<file path="config.mk">
export PLATFORM = sky130hd
export DESIGN_NAME = pc_unit_flat
export DESIGN_NICKNAME = d
export VERILOG_FILES = /design/src/rtl/pc_unit_if.sv /design/src/rtl/pc_unit.sv /design/src/flat_wrapper.sv
export SDC_FILE = /design/constraint.sdc
export NUM_CORES = 1
export LEC_CHECK = 0
export CORE_UTILIZATION = 42
export DETAILED_ROUTE_END_ITERATION = 10
export PLACE_DENSITY = 0.89
export SETUP_SLACK_MARGIN = 0.05
export SYNTH_ARGS = -nofsm -noshare
export SYNTH_HDL_FRONTEND = slang
export SYNTH_SLANG_ARGS = --single-unit
</file>
<file path="constraint.sdc">
create_clock -name clk -period 4.1 [get_ports clk]
set_input_delay 0.41 -clock clk [delete_from_list [all_inputs] [get_ports clk]]
set_output_delay 0.41 -clock clk [all_outputs]
set_load 0.01 [all_outputs]
</file>
<file path="src/rtl/pc_unit_if.sv">
// pc_unit_if: fetch-side bundle between the pipeline control and the PC unit.
// master = pipeline control driving next-PC requests; slave = pc_unit.
interface pc_unit_if;
   logic        stall;
   logic [2:0]  npc_sel;
   logic        zero;
   logic        link;
   logic        ret;
   logic [25:0] imm;
   logic [31:0] target;
   logic [31:0] epc;
   logic        exc_req;
   logic        eret;
   logic [31:0] pc;
   logic [31:0] pcp4;
   logic        pending;
   logic        ras_empty;
   logic [31:0] ras_top;
   logic [15:0] ras_miss;

   modport master (
      output stall, npc_sel, zero, link, ret, imm, target, epc, exc_req, eret,
      input  pc, pcp4, pending, ras_empty, ras_top, ras_miss
   );

   modport slave (
      input  stall, npc_sel, zero, link, ret, imm, target, epc, exc_req, eret,
      output pc, pcp4, pending, ras_empty, ras_top, ras_miss
   );
endinterface

</file>
<file path="src/rtl/pc_unit.sv">
// pc_unit: registered program counter for the MIPS fetch stage.
// Owns the PC register, stall hold and a latch for exception/eret redirects
// that arrive while stalled. Define PC_RAS_EN to build the optional
// return-address stack that predicts jr $ra and counts return mispredicts.
module pc_unit #(
   parameter logic [31:0] RESET_PC  = 32'h00003000,
   parameter logic [31:0] EXC_VEC   = 32'h00004180,
   parameter int          RAS_DEPTH = 4
) (
   input  logic     clk,
   input  logic     reset,
   pc_unit_if.slave bus
);

   typedef enum logic [1:0] {
      PEND_NONE = 2'd0,
      PEND_EXC  = 2'd1,
      PEND_ERET = 2'd2
   } pend_t;

   pend_t       pend_q, pend_d;
   logic [31:0] pc_q, pc_d, pcp4;
   logic        take_exc, take_eret, redirect, seq_ok;

   function automatic logic [31:0] align(input logic [31:0] a);
      return {a[31:2], 2'b00};
   endfunction

   function automatic logic [31:0] beq_target(input logic [31:0] base,
                                              input logic [15:0] off);
      logic signed [31:0] disp;
      disp = $signed({{14{off[15]}}, off, 2'b00});
      return base + $unsigned(disp);
   endfunction

   function automatic logic [15:0] sat_inc(input logic [15:0] c);
      return (c == 16'hFFFF) ? c : c + 16'd1;
   endfunction

   assign pcp4 = pc_q + 32'd4;

   // Redirect arbitration, pending-latch next state and next-PC select
   always_comb begin
      take_exc  = (pend_q == PEND_EXC) || bus.exc_req;
      take_eret = !take_exc && ((pend_q == PEND_ERET) || bus.eret);
      redirect  = take_exc || take_eret;
      seq_ok    = !bus.stall && !redirect;

      // while stalled, the latch merges old and live requests by priority;
      // any unstalled edge applies the redirect and empties the latch
      pend_d = PEND_NONE;
      if (bus.stall) begin
         if (take_exc)
            pend_d = PEND_EXC;
         else if (take_eret)
            pend_d = PEND_ERET;
      end

      pc_d = pcp4;
      if (take_exc)
         pc_d = EXC_VEC;
      else if (take_eret)
         pc_d = align(bus.epc);
      else begin
         case (bus.npc_sel)
            3'b001:  if (bus.zero) pc_d = beq_target(pcp4, bus.imm[15:0]);
            3'b010:  pc_d = {pcp4[31:28], bus.imm, 2'b00};
            3'b100:  pc_d = align(bus.target);
            default: pc_d = pcp4;
         endcase
      end
   end

   // PC register and pending latch; reset discards any latched redirect
   always_ff @(posedge clk) begin
      if (reset) begin
         pc_q   <= RESET_PC;
         pend_q <= PEND_NONE;
      end else begin
         pend_q <= pend_d;
         if (!bus.stall)
            pc_q <= pc_d;
      end
   end

   assign bus.pc      = pc_q;
   assign bus.pcp4    = pcp4;
   assign bus.pending = (pend_q != PEND_NONE);

`ifdef PC_RAS_EN
   localparam int          PW   = (RAS_DEPTH > 1) ? $clog2(RAS_DEPTH) : 1;
   localparam logic [PW:0] FULL = (PW+1)'(RAS_DEPTH);

   logic [31:0]   ras_mem [RAS_DEPTH];
   logic [PW-1:0] ras_ptr, top_idx;
   logic [PW:0]   ras_cnt;
   logic [15:0]   miss_q;
   logic          do_push, do_pop;
   logic          unused_bits;

   assign top_idx = ras_ptr - PW'(1);
   assign do_push = seq_ok && (bus.npc_sel == 3'b010) && bus.link;
   assign do_pop  = seq_ok && (bus.npc_sel == 3'b100) && bus.ret;

   // Stack pointer, occupancy and mispredict counter; a full push wraps
   // over the oldest entry while the count stays pinned at the depth
   always_ff @(posedge clk) begin
      if (reset) begin
         ras_ptr <= '0;
         ras_cnt <= '0;
         miss_q  <= '0;
      end else if (do_push) begin
         ras_ptr <= ras_ptr + PW'(1);
         if (ras_cnt != FULL)
            ras_cnt <= ras_cnt + (PW+1)'(1);
      end else if (do_pop) begin
         if (ras_cnt != '0) begin
            ras_ptr <= top_idx;
            ras_cnt <= ras_cnt - (PW+1)'(1);
            if (ras_mem[top_idx] != align(bus.target))
               miss_q <= sat_inc(miss_q);
         end else begin
            miss_q <= sat_inc(miss_q);
         end
      end
   end

   // Return-address storage (data only, never reset)
   always_ff @(posedge clk) begin
      if (do_push)
         ras_mem[ras_ptr] <= pcp4;
   end

   assign bus.ras_empty = (ras_cnt == '0);
   assign bus.ras_top   = (ras_cnt == '0) ? 32'd0 : ras_mem[top_idx];
   assign bus.ras_miss  = miss_q;
   assign unused_bits   = ^{bus.target[1:0], bus.epc[1:0]};
`else
   logic unused_bits;

   assign bus.ras_empty = 1'b1;
   assign bus.ras_top   = 32'd0;
   assign bus.ras_miss  = 16'd0;
   assign unused_bits   = ^{bus.link, bus.ret, seq_ok, bus.target[1:0], bus.epc[1:0]};
`endif

endmodule

</file>
<file path="src/flat_wrapper.sv">
// flat-port wrapper written by rule: the top's interface ports become plain ports
module pc_unit_flat 
#(
   parameter logic [31:0] RESET_PC  = 32'h00003000,
   parameter logic [31:0] EXC_VEC   = 32'h00004180,
   parameter int          RAS_DEPTH = 4
)
  (clk, reset, bus_stall, bus_npc_sel, bus_zero, bus_link, bus_ret, bus_imm, bus_target, bus_epc, bus_exc_req, bus_eret, bus_pc, bus_pcp4, bus_pending, bus_ras_empty, bus_ras_top, bus_ras_miss);
  pc_unit_if bus_i ();
  input  logic clk;
  input  logic reset;
  input wire logic [$bits(bus_i.stall)-1:0] bus_stall;
  input wire logic [$bits(bus_i.npc_sel)-1:0] bus_npc_sel;
  input wire logic [$bits(bus_i.zero)-1:0] bus_zero;
  input wire logic [$bits(bus_i.link)-1:0] bus_link;
  input wire logic [$bits(bus_i.ret)-1:0] bus_ret;
  input wire logic [$bits(bus_i.imm)-1:0] bus_imm;
  input wire logic [$bits(bus_i.target)-1:0] bus_target;
  input wire logic [$bits(bus_i.epc)-1:0] bus_epc;
  input wire logic [$bits(bus_i.exc_req)-1:0] bus_exc_req;
  input wire logic [$bits(bus_i.eret)-1:0] bus_eret;
  output wire logic [$bits(bus_i.pc)-1:0] bus_pc;
  output wire logic [$bits(bus_i.pcp4)-1:0] bus_pcp4;
  output wire logic [$bits(bus_i.pending)-1:0] bus_pending;
  output wire logic [$bits(bus_i.ras_empty)-1:0] bus_ras_empty;
  output wire logic [$bits(bus_i.ras_top)-1:0] bus_ras_top;
  output wire logic [$bits(bus_i.ras_miss)-1:0] bus_ras_miss;
  assign bus_i.stall = bus_stall;
  assign bus_i.npc_sel = bus_npc_sel;
  assign bus_i.zero = bus_zero;
  assign bus_i.link = bus_link;
  assign bus_i.ret = bus_ret;
  assign bus_i.imm = bus_imm;
  assign bus_i.target = bus_target;
  assign bus_i.epc = bus_epc;
  assign bus_i.exc_req = bus_exc_req;
  assign bus_i.eret = bus_eret;
  assign bus_pc = bus_i.pc;
  assign bus_pcp4 = bus_i.pcp4;
  assign bus_pending = bus_i.pending;
  assign bus_ras_empty = bus_i.ras_empty;
  assign bus_ras_top = bus_i.ras_top;
  assign bus_ras_miss = bus_i.ras_miss;
  pc_unit #(.RESET_PC(RESET_PC), .EXC_VEC(EXC_VEC), .RAS_DEPTH(RAS_DEPTH)) u_core (.clk(clk), .reset(reset), .bus(bus_i));
endmodule
</file>
Word level (Yosys, flattened, before mapping)

Index checks and enable logic that the tools add are counted.

Flip-flop bits (word level): 34
Bits of input ports: 101
Output and inout bits: 114
Word-level logic and storage cells: 24

$add $sub $neg: 2
Equality and inequality tests: 5
Muxes and demuxes: 6
Bitwise operators: 1
Reduce and logical (&&, ||, !) cells: 7

Operator list:

| kind                                           | number |
|---|---|
| two-way mux 32 bit                             | 3 |
| one-hot mux 32 bit (3 select lines)            | 1 |
| adder 32 x 3 -> 32 bit (second input constant) | 1 |
| adder 32 bit                                   | 1 |
| == test 3 x 1 -> 1 bit (second input constant) | 1 |
| == test 3 x 2 -> 1 bit (second input constant) | 1 |
| == test 3 bit (second input constant)          | 1 |
| OR reduction 3 bit                             | 1 |
| == test 2 x 1 -> 1 bit (second input constant) | 1 |
| == test 2 bit (second input constant)          | 1 |
| logical OR 1 bit                               | 2 |
| two-way mux 2 bit                              | 1 |
| nonzero test 2 bit                             | 1 |
| OR reduction 2 bit                             | 1 |
| logical AND 1 bit                              | 1 |
| logical NOT 1 bit                              | 1 |
| two-way mux 1 bit                              | 1 |
| inverter 1 bit                                 | 1 |

Depth between registers and ports, before layout

Depth in word-level cells: 6
Depth in mapped cells: 16
Gate-level depth less buffers: 15

Worst setup path before layout

OpenSTA, ideal clock, no wires.

Kind: register to register
From: reg u_core.pc_q[2] (netlist: u_core.bus.pc[2])
To: reg u_core.pc_q[30] (netlist: u_core.bus.pc[30])
Library setup time: 0.120 ns
Data arrival time: 3.597 ns
Required time: 3.980 ns
Slack: 0.384 ns
Stages on the path, launching flop included: 17
Buffers on the path: 2
Clock period less this slack: 3.716 ns
Cell sequence: dfxtp_1 > ha_1 > and3_1 > clkbuf_1 > nand3_1 > xnor2_1 > ha_1 > buf_2 > nand3_2 > nor2_1 > a211o_1 > a211o_1 > a221o_1 > a21oi_2 > o311a_2 > nor4_1 > a211o_1

Cells in the longest elaborated chain, start to end: 6

Ends and longest elaborated chain:

| item                                | RTL line           | RTL |
|---|---|---|
| start: declaration                  | pc_unit.sv:22      | `logic [31:0] pc_q, pc_d, pcp4;` |
| start signal: assignment            | pc_unit.sv:82      | `pc_q <= pc_d;` |
| adder 32 x 3 -> 32 bit              | pc_unit.sv:40      | `assign pcp4 = pc_q + 32'd4;` |
| net bus_pcp4[10]                    | flat_wrapper.sv:23 | `output wire logic [$bits(bus_i.pcp4)-1:0] bus_pcp4;` |
| adder 32 bit                        | pc_unit.sv:33      | `return base + $unsigned(disp);` |
| two-way mux 32 bit                  | pc_unit.sv:66      | `3'b001: if (bus.zero) pc_d = beq_target(pcp4, bus.imm[15:0]);` |
| one-hot mux 32 bit (3 select lines) | pc_unit.sv:65      | `case (bus.npc_sel)` |
| two-way mux 32 bit                  | pc_unit.sv:62      | `else if (take_eret)` |
| two-way mux 32 bit                  | pc_unit.sv:60      | `if (take_exc)` |

The timed path passes the listed nets, and every way through them passes these cells.
A chain may end at the register's enable or synchronous reset.

Worst setup path after layout

From: reg u_core.pc_q[3] (netlist: u_core.bus.pc[3])
To: reg u_core.pc_q[31] (netlist: u_core.bus.pc[31])

Cells in the longest elaborated chain, start to end: 6

Ends and longest elaborated chain:

| item                                    | RTL line |
|---|---|
| adder 32 x 3 -> 32 bit (*)              | pc_unit.sv:40 |
| adder 32 bit                            | pc_unit.sv:33 |
| two-way mux 32 bit                      | pc_unit.sv:66 |
| one-hot mux 32 bit (3 select lines) (*) | pc_unit.sv:65 |
| two-way mux 32 bit (*)                  | pc_unit.sv:62 |
| two-way mux 32 bit (*)                  | pc_unit.sv:60 |

Every way passes the cells marked *; elsewhere a longest branch is shown, timed or not.

==> metrics <==
most frequent cells in the layout clkdlybuf4s50_1, o21ai_0, conb_1; Total Power 1248 uW; Async SR Flop Fraction 0%; Die Wd 104.8 um; flops & latches, synth 32; reg2reg path depth 15; P&R area growth vs syn 38.29%; Critical Path Source Type register; leakage power 0.002500 uW; Top Metal Used met4; Post-Syn Area per Cell 7.403 um2; die area 0.01097 mm2; clk buf depth 2; Max IR drop VDD 0.1128 mV; worst hold slack 0.5091 ns; Post-DP Area 0.005991 mm2; CP endpoint kind register; Final HPWL DP 12060 um; Syn Inst Count 599; fin crit period 3.833 ns; ANT cells 0; Avg Vias per Cell 5.812; worst path arrival time 4.00 ns; hold path cells 2; root buffer cell clkbuf_8; effective utilization at floorplan 43.15%; Slew Limit Fails 0; r2r endpoint u_core.bus.pc[31]; standard-cell rows 37; largest net degree at the start of global routing 22; RePlAce Congestion 0.9416; final setup TNS 0 ns; Num CTS Buffers 5; DRT met1 WL 6152 um; Reg2Reg Launch Point u_core.bus.pc[3]; Antenna Nets Post-Route 0; CTS tree built; period utilisation layout 93.48%; Hold Path Class reg -> reg; Critical Path RT 4.27 ns; setup violators final 0; H-tree Lvls 2; routed wl met3 1577 um; Clock transition at path regs 0.07 ns; Synth cell types 62; total gr overflow 0; WL met2 7490 um; Min-Delay Endpoint u_core.bus.pc[6]; RSZ-0062 raised after global routing true; Worst R2R Setup Slack 0.27 ns; Final Net Count 889; yosys warns 0; IO Pins 215; worst skew pair latency 0.30 ns; vias in the first global route 4946; DR pass1 iterations 8; Pwr Density 203.5 mW/mm2; max_slew headroom 31.53%; HP Start u_core.bus.pc[6]; clock sink count 32; peak fanout along the critical path 6; fraction of layout cells with a size suffix above 1 5.718%; final hold vios 0; Clock Skew 0.009166 ns; Die Y 104.8 um; Starting DRT DRC Count 316; core area 0.01028 mm2; Routed WL per cell 17.69 um; drt total wl 15710 um; number of synthesized flops with an enable pin 0; Cell Area, Synth 0.004434 mm2; Worst Max-Slew Pin Slew 1.027 ns; Total Routing Usage GR 28.41%; antenna violations before repair 0; type of the worst setup path reg -> reg; achievable frequency 0.2609 GHz; Port Buffers 155; commonest non-fill, non-tap cell in the layout clkdlybuf4s50_1; first-pass GRT wire length 25070 um; Seq/Total Area, Yosys 14.45%; DRC violation count after routing 0; fin area 0.006132 mm2; max_cap viols 0; outcome complete, no violations; Via Count 5161; most common flop cell mapped by yosys dfxtp_1
-- worst max-delay path: stages, from the launching register on --
cell and delay [ns]:
dfxtp_1 0.41, ha_1 0.24, and3_1 0.34, and3_1 0.32, and3_1 0.24, xor2_2 0.23
ha_1 0.34, a21o_1 0.21, a311o_1 0.36, a21oi_1 0.16, o21bai_1 0.09, a21oi_1 0.19
o21a_1 0.20, o21ai_1 0.11, xnor2_1 0.17, a21oi_1 0.08
-- synthesized netlist by cell type, types with 3 or more instances --
cell type,instances,area share (%)
and4_1,5,0.99
nand2b_1,4,0.56
nor3_1,10,1.1
clkbuf_1,22,1.9
nand3_2,3,0.68
a21o_1,7,1.2
nand4_1,10,1.4
o211ai_1,8,1.4
o31ai_1,5,0.85
buf_2,4,0.45
nand3_1,18,2.0
buf_4,54,9.1
and3_1,8,1.1
nor2b_1,8,1.1
a21oi_1,46,5.2
a22oi_1,4,0.68
nor2_1,28,2.4
o21ai_0,57,6.4
a222oi_1,4,0.90
or3_1,3,0.42
dfxtp_1,32,14
a221o_1,15,3.4
xnor2_1,32,6.3
a211o_1,4,0.79
inv_1,19,1.6
o21a_1,4,0.68
xor2_1,20,4.0
o21bai_1,8,1.4
nand2_1,48,4.1
a22o_1,3,0.59
a31oi_1,4,0.56
ha_1,36,10
and2_1,3,0.42
a221oi_1,21,4.1
o21ai_1,11,1.2
-- layer usage --
| layer | vias up | GRT usage [%] |
|---|---|---|
| met3 | 46 | 5.303 |
| met2 | 318 | 49.76 |
| met1 | 2365 | 33.76 |
| li1 | 2432 | - |
| met4 | 0 | 12.07 |
| met5 | - | 0 |
-- repair_timing --
action / CTS / global route
hold buffers: 0 / 0
setup buffers: 0 / 0
endpoints found under the hold margin: 0 / 0
endpoints found under the setup margin: 0 / 4
resized for setup: 0 / 2
-- layout make-up --
type | instances | area [um2]
inverter | 20 | 75.07
sequential | 32 | 640.6
multi-input combinational | 517 | 3418
tap | 136 | 170.2
clock inverter | 1 | 30.03
timing repair buffer | 175 | 1702
fill | 966 | 4145
clock buffer | 7 | 96.34
-- power breakdown --
group | internal (uW) | leakage, uW | switching [uW]
Sequential | 325 | 0.000261 | 22.0
Clock | 215 | 0.0000645 | 138
Combinational | 267 | 0.00217 | 281
Total | 807 | 0.00250 | 441
-- cell families after synthesis --
group / share of synthesized area [%]
AO/OA/AOI/OAI: 33.04
AND/OR/NAND/NOR: 17.86
buffers and inverters: 13.23
XOR/XNOR: 10.64
adder cells (fa/ha/maj): 10.61
flip-flops: 14.45
other: 0.1694
-- sequential cells by signal (all words and copies together), names as in the netlist --
name,cells
u_core.pend_q,2
u_core.bus.pc,30
-- metrics by stage --
step | util [%] | std cells | worst slack, ns
6_report | 59.67 | 888 | 0.2672
5_1_grt | 59.67 | 888 | 0.04171
4_1_cts | 59.52 | 888 | 0.2787
3_5_place_dp | 58.29 | 880 | 0.3119
3_3_place_gp | 58.29 | 880 | 0.3752
2_1_floorplan | - | 650 | 0.3836
-- how the worst max path moves through the flow --
stage | startpoint | end | slack, ns
global placement | u_core.bus.pc[3] | u_core.bus.pc[27] | 0.38
floorplan | u_core.bus.pc[2] | u_core.bus.pc[30] | 0.38
global route | u_core.bus.pc[3] | u_core.bus.pc[31] | 0.04
finish | u_core.bus.pc[3] | u_core.bus.pc[31] | 0.27
CTS | u_core.bus.pc[3] | u_core.bus.pc[31] | 0.28
detailed placement | u_core.bus.pc[3] | u_core.bus.pc[27] | 0.31
No activity file was read; power rests on OpenSTA's default activity.
